===== config.mk =====
export PLATFORM = sky130hd
export DESIGN_NAME = adder_measure_sequencer
export DESIGN_NICKNAME = d
export VERILOG_FILES = /design/src/rtl/adder_measure_sequencer.sv
export SDC_FILE = /design/constraint.sdc
export NUM_CORES = 1
export LEC_CHECK = 0
export BUFFER_PORTS_ARGS = -buffer_cell sky130_fd_sc_hd__buf_2
export CORE_MARGIN = 4
export CORE_UTILIZATION = 40
export CTS_BUF_LIST = sky130_fd_sc_hd__clkbuf_16
export CTS_CLUSTER_DIAMETER = 200
export CTS_CLUSTER_SIZE = 14
export DETAILED_ROUTE_END_ITERATION = 12
export PLACE_DENSITY_LB_ADDON = 0.12
export SLEW_MARGIN = 10
export SYNTH_ARGS = -nofsm -noshare
export SYNTH_HDL_FRONTEND = slang
export SYNTH_SLANG_ARGS = --single-unit

===== constraint.sdc =====
create_clock -name wb_clk_i -period 8.1 [get_ports wb_clk_i]
set_clock_uncertainty 0.1 [all_clocks]
set_input_delay 0.405 -clock wb_clk_i [delete_from_list [all_inputs] [get_ports wb_clk_i]]
set_output_delay 0.405 -clock wb_clk_i [all_outputs]
set_load 0.02 [all_outputs]

===== src/rtl/adder_measure_sequencer.sv =====
// Sequencer for a ring-oscillating adder: it loads the operands, lets the adder settle,
// counts the synchronized ring edges over a programmable window and reports the result.
module adder_measure_sequencer #(
  parameter int COUNT_W = 32,
  parameter int WIN_W   = 16,
  parameter int SETTLE  = 4
) (
  input  logic               wb_clk_i,
  input  logic               wb_rst_i,
  input  logic               start,
  input  logic               abort,
  input  logic [31:0]        a_value,
  input  logic [31:0]        b_value,
  input  logic [WIN_W-1:0]   window_cycles,
  input  logic               ring_in,
  output logic [31:0]        a_input,
  output logic [31:0]        b_input,
  output logic               ring_enable,
  output logic               busy,
  output logic               done,
  output logic [COUNT_W-1:0] count,
  output logic               overflow
);

  localparam logic [2:0] S_IDLE    = 3'd0;
  localparam logic [2:0] S_LOAD    = 3'd1;
  localparam logic [2:0] S_SETTLE  = 3'd2;
  localparam logic [2:0] S_MEASURE = 3'd3;
  localparam logic [2:0] S_DONE    = 3'd4;

  localparam logic [7:0] SETTLE_LAST = 8'(SETTLE - 1);

  logic [2:0]         state;
  logic [31:0]        a_lat;
  logic [31:0]        b_lat;
  logic [WIN_W-1:0]   win_lat;
  logic [WIN_W-1:0]   win_cnt;
  logic [7:0]         settle_cnt;
  logic [COUNT_W-1:0] edge_cnt;
  logic               edge_ovf;
  logic               ring_s1;
  logic               ring_s2;
  logic               ring_s3;
  logic               ring_rise;

  // ring_s1/ring_s2 form the synchronizer; ring_s3 is only the edge-detect history.
  always_ff @(posedge wb_clk_i) begin
    if (wb_rst_i) begin
      ring_s1 <= 1'b0;
      ring_s2 <= 1'b0;
      ring_s3 <= 1'b0;
    end else begin
      ring_s1 <= ring_in;
      ring_s2 <= ring_s1;
      ring_s3 <= ring_s2;
    end
  end

  assign ring_rise   = ring_s2 & ~ring_s3;
  assign busy        = (state != S_IDLE);
  assign done        = (state == S_DONE);
  assign ring_enable = (state == S_SETTLE) || (state == S_MEASURE);

  always_ff @(posedge wb_clk_i) begin
    if (wb_rst_i) begin
      state      <= S_IDLE;
      a_lat      <= '0;
      b_lat      <= '0;
      win_lat    <= '0;
      win_cnt    <= '0;
      settle_cnt <= '0;
      edge_cnt   <= '0;
      edge_ovf   <= 1'b0;
      a_input    <= '0;
      b_input    <= '0;
      count      <= '0;
      overflow   <= 1'b0;
    end else if (abort && (state != S_IDLE)) begin
      state <= S_IDLE;
    end else begin
      case (state)
        S_IDLE: begin
          if (start && !abort) begin
            a_lat   <= a_value;
            b_lat   <= b_value;
            win_lat <= window_cycles;
            state   <= S_LOAD;
          end
        end
        S_LOAD: begin
          a_input    <= a_lat;
          b_input    <= b_lat;
          settle_cnt <= SETTLE_LAST;
          state      <= S_SETTLE;
        end
        S_SETTLE: begin
          edge_cnt <= '0;
          edge_ovf <= 1'b0;
          if (settle_cnt == 8'd0) begin
            if (win_lat == '0) begin
              state <= S_DONE;
            end else begin
              win_cnt <= win_lat - WIN_W'(1);
              state   <= S_MEASURE;
            end
          end else begin
            settle_cnt <= settle_cnt - 8'd1;
          end
        end
        S_MEASURE: begin
          // Saturate rather than wrap; the flag records that edges were lost.
          if (ring_rise) begin
            if (&edge_cnt) edge_ovf <= 1'b1;
            else           edge_cnt <= edge_cnt + COUNT_W'(1);
          end
          if (win_cnt == '0) state <= S_DONE;
          else               win_cnt <= win_cnt - WIN_W'(1);
        end
        S_DONE: begin
          count    <= edge_cnt;
          overflow <= edge_ovf;
          state    <= S_IDLE;
        end
        default: state <= S_IDLE;
      endcase
    end
  end

endmodule

Word level (Yosys, flattened, before mapping)
Cells that the tools add are included.

storage, ports and cells
  bits in registers = 240
  bits of input ports = 85
  output and inout bits = 100
  word-level logic and storage cells = 73

operators by class
  $add $sub $neg = 4
  equality and inequality tests = 13
  mux-type cells = 17
  bitwise operators = 3
  reduce and logical (&&, ||, !) cells = 21

operator list
  kind                                                                      count
  32-bit 2-to-1 mux                                                         2
  32-bit case mux with 2 select lines                                       1
  16-bit 2-to-1 mux                                                         3
  32-bit by 1-bit adder with 32-bit output (second input constant)          1
  16-bit zero test                                                          2
  16-bit case mux with 2 select lines                                       1
  32-bit AND reduction                                                      1
  16-bit by 1-bit subtractor with 16-bit output (second input constant)     2
  8-bit case mux with 2 select lines                                        1
  3-bit 2-to-1 mux                                                          4
  2-bit inequality test (second input constant)                             6
  3-bit case mux with 4 select lines                                        1
  3-bit AND reduction                                                       3
  8-bit zero test                                                           1
  8-bit 2-to-1 mux                                                          1
  4-bit AND reduction                                                       2
  8-bit by 1-bit subtractor with 8-bit output (second input constant)       1
  3-bit by 2-bit == test with 1-bit output (second input constant)          2
  2-bit by 1-bit inequality test with 1-bit output (second input constant)  3
  5-bit AND reduction                                                       1
  2-bit AND reduction                                                       2
  2-bit nonzero test                                                        2
  3-bit by 1-bit == test with 1-bit output (second input constant)          1
  3-bit == test (second input constant)                                     1
  10 further kinds                                                          13

Depth between registers and ports, before layout
  word-level depth = 4
  mapped depth = 12

Worst setup path after synthesis
Ideal clock, no wire load.

  path kind = register to register
  start = reg state[2]
  end = reg win_cnt[10]
  setup time = 0.131 ns
  arrival = 2.984 ns
  path slack = 4.885 ns
  stages on the path, launching flop included = 13
  path buffers = 4
  path through = dfxtp_1 -> clkbuf_1 -> nand3b_1 -> clkbuf_1 -> clkbuf_1 -> mux2i_1 -> ha_1 -> buf_1 -> inv_1 -> a21o_1 -> o41a_1 -> a2111oi_0 -> nor3_1

between the ends
  cells in the longest elaborated chain, start to end = 4
  elaborated cells between the ends (all ways) = 11
  classes of those cells = 5 x eq/ne; 1 x mux; 1 x bitwise; 4 x reduce/logical

RTL lines
  what                                                         RTL line  text
  start, declared                                              33        logic [2:0] state;
  start signal, assigned                                       66        state <= S_IDLE;
  start signal, assigned                                       79        state <= S_IDLE;
  start signal, assigned                                       87        state <= S_LOAD;
  branches (longest 4 deep; another with 5-bit AND reduction)  -
  end signal, assigned                                         103       win_cnt <= win_lat - WIN_W'(1);
  end signal, assigned                                         117       else win_cnt <= win_cnt - WIN_W'(1);
  end, declared                                                37        logic [WIN_W-1:0] win_cnt;

Several ways; the timed one is not identified.
A chain may end at the register's enable or synchronous reset.

Final worst setup path
Same ends and word-level chain as after synthesis.

==> metrics.md <==
| Metric | Value |
|---|---|
| Vias per Instance | slightly above 5 |
| First-pass GRT wire length | approximately 43 mm |
| Synthesized area per cell | 7.79 um^2 |
| Post-route ant nets | 0 |
| Arrival @ worst endpoint | roughly 3300 ps |
| Endpoints failing setup | 0 |
| Top Usage Layer GRT | met2 |
| Total CTS buffers | 21 |
| WHS Path Cells | 2 |
| Sequential-to-total area share from yosys stat | 0.495 |
| RR Startpoint | state[2] |
| Top cell type's share of synthesized area | 0.495 |
| # Post-CTS Setup Buffers | 0 |
| Clock transition at path regs | around 70 ps |
| Reg2reg setup slack | 5010 ps |
| GPL Wtd Cong | roughly 0.87 |
| Unrepaired setup endpoints after global routing | false |
| First drt pass iteration count | 5 |
| CTS tree | built |
| M2 GR Usage | 0.308 |
| Reg power frac | 0.519 |
| R2R depth | 9 |
| Synthesis-to-finish area growth | 16.8% |
| Die X | 164 um |
| Layout net count | 1469 |
| Mapped Area | approximately 9700 um^2 |
| Tot Pwr | ~2.4 mW |
| Setup crit end kind | flop |
| Hold endpoint | ring_s1 |
| Post-synth EDFFs | 0 |
| Post-synth top cells | 391 x nand2_1, 240 x dfxtp_1, 206 x a21oi_1, 71 x clkbuf_1, 56 x nor2_1 |
| Routed length per instance | ~15 um |
| Final wirelength | approximately 26 mm |
| Fin. max-slew vios | 0 |
| Fin. Hold Viols | 0 |
| Met3 Use GR | 0.0575 |
| Tightest Hold Check Type | in -> reg |
| Leak pwr | between 4 and 5 nW |
| Top cells by area, synth | dfxtp_1 50%, nand2_1 15%, a21oi_1 11% |
| Crit path max fanout | 33 |
| Layout cell share with drive strength beyond 1 | 0.174 |
| Max Cap Violations | 0 |
| Post-CTS Resized | 0 |
| Via count | around 8.8k |
| Clk root buf | clkbuf_16 |
| Unique masters post-synth | 64 |
| Largest net degree at the start of global routing | 104 |
| Setup_tns | 0 ps |
| Drc violations | 0 |
| # IOs | about 190 |
| Switching Share | 0.262 |
| FP Rows | 56 |
| Synth Flop Type | dfxtp_1 |
| CTS hold repair buffers | 0 |
| H-tree levels | 1 |
| NetSw | ~0.63 mW |
| Detailed placer's ending HPWL | 16.8 mm |
| DIE AREA | between 20000 and 30000 um^2 |
| Final period util | 0.382 |
| Worst Max-Slew Pin Slew | 1130 ps |
| Outcome | finished, final reports clean |
| Hold Slack | 22.9 ps |
| Int Pwr | ~1.8 mW |
| DRT iter0 DRCs | 564 |
| Logic pwr share | 0.107 |
| Total gr overflow | 0 |
| Vias in the first global route | roughly 8.4k |
| Clk buf depth | 3 |
| Pwr Density | 211 nW/um^2 |
| Ys async rst share | 0 |
| Maximum vdd ir drop | between 0.1 and 0.15 mV |
| Core area | between 20000 and 25000 um^2 |
| IO Port Bufs | 184 |
| Crit Reg-Reg Endpoint | win_cnt[10] |
| Synth warn | 0 |
| Max transition margin | 0.249 |
| CP Class | reg -> reg |
| Met1 GRT Util | 0.253 |
| Yosys reg bits | 240 |
| Clock group share of total power | 0.373 |
| Hold Crit Start | ring_in |
| Max Clock Freq | roughly 320 MHz |
| Largest area contributor in the netlist | dfxtp_1 |
| Req. time, crit path | 8350 ps |
| Clock sink total | 240 |
| Initial antenna violation count | 2 |
| Count leader, synth | nand2_1 |
| Worst-Skew Late Latency | roughly 500 ps |
| Startpoint Class | flop |
| Die Y | 164 um |
| Fin crit period | between 3000 and 4000 ps |
| Total Routing Usage GR | 0.191 |
| Synthesized Nets | about 1.3k |
| Syn Inst Count | 1246 |
| Starting density of the core | 0.410 |
-- flip-flops by register name, indices dropped and copies added (netlist names) --
name and flops:
edge_ovf 1, a_lat 32, settle_cnt 8, ring_s3 1, a_input 32, ring_s1 1
b_lat 32, overflow 1, edge_cnt 32, b_input 32, win_lat 16, count 32
state 3, ring_s2 1, win_cnt 16
-- placed cells by master, fill, tap and decap left out, types with 4 or more instances in the layout --
cell,Yosys,routed
nor4_1,7,7
or2_2,4,4
ha_1,4,4
and4_1,5,5
nor3_1,24,23
xnor2_1,6,6
nand4_1,15,15
and3_1,9,9
nor2_1,56,56
nand2b_1,5,4
o21ai_0,30,30
nor2b_1,7,6
or4_1,6,6
buf_4,0,8
dfxtp_1,240,240
nand2_1,391,391
mux2i_1,4,4
nand3_1,24,24
a31oi_1,8,8
inv_1,9,9
a21oi_1,206,206
o211ai_1,5,5
or3_1,23,22
clkbuf_16,0,21
buf_2,4,183
xor2_1,20,20
o22ai_1,4,4
-- worst max-delay path by stage --
stage,from,end,slack [ps],depth (start not counted)
after global placement,state[2],win_cnt[10],5150,9
after global routing,state[2],win_cnt[10],4730,9
after CTS,state[2],win_cnt[10],5050,9
final,state[2],win_cnt[10],5010,9
after floorplan,state[2],win_cnt[10],4880,12
after detailed placement,state[2],win_cnt[10],5070,9
-- layout make-up --
class | instances | area, um^2
diodes | 1 | 2.50
multi-input cells | 916 | 4560
well taps | 319 | 399
clock inverters | 2 | 25.0
flip-flops and latches | 240 | 4800
repair buffers | 192 | 987
clock buffers | 21 | 526
fillers | 2458 | 12300
inverters | 9 | 33.8
-- power groups by stage --
stage / Clock [mW] / Combinational [mW] / Sequential, mW
after floorplan: 0 / 0.182 / 1.26
after global placement: 0 / 0.258 / 1.27
after detailed placement: 0 / 0.258 / 1.27
after CTS: 0.928 / 0.259 / 1.24
after global routing: 0.967 / 0.292 / 1.25
final: 0.894 / 0.257 / 1.24
-- metrics by stage --
stage | cells | utilization | cell area (um^2) | worst slack, ps
after global routing | 1699 | 0.478 | 11300 | 4730
after CTS | 1699 | 0.478 | 11300 | 5050
after floorplan | 1246 | - | 9700 | 4880
after global placement | 1676 | 0.455 | 10800 | 5150
after detailed placement | 1676 | 0.455 | 10800 | 5070
final | 1700 | 0.479 | 11300 | 5010
-- per-layer routing --
| layer | part of all wire | vias to the layer above | routed length [um] |
|---|---|---|---|
| met5 | 0.0010 | - | 27 |
| met4 | 0.018 | 4 | 478 |
| met1 | 0.45 | 4042 | 11700 |
| met3 | 0.080 | 37 | 2090 |
| met2 | 0.45 | 227 | 11700 |
| li1 | - | 4473 | - |
-- worst max-delay path, cell delays in order, from the launching register on --
cell and delay (ps):
dfxtp_1 480, nand3b_1 150, buf_4 340, mux2i_1 270, ha_1 360, inv_1 200
a21o_1 230, o41a_1 300, a2111oi_0 410, nor3_1 90
-- cells by family (layout without fill, tap and decap cells) --
| group | Yosys count | after routing | synth area share |
|---|---|---|---|
| other | 0 | 1 | 0 |
| AOI/OAI and AO/OA | 279 | 279 | 0.157 |
| buffers and inverters | 90 | 224 | 0.0370 |
| muxes | 4 | 4 | 0.00413 |
| and+or+nand+nor | 602 | 602 | 0.277 |
| DFF | 240 | 240 | 0.495 |
| xor gates and xnor gates | 27 | 27 | 0.0252 |
| adders and majority gates | 4 | 4 | 0.00516 |
No activity file was read; power rests on OpenSTA's default activity.
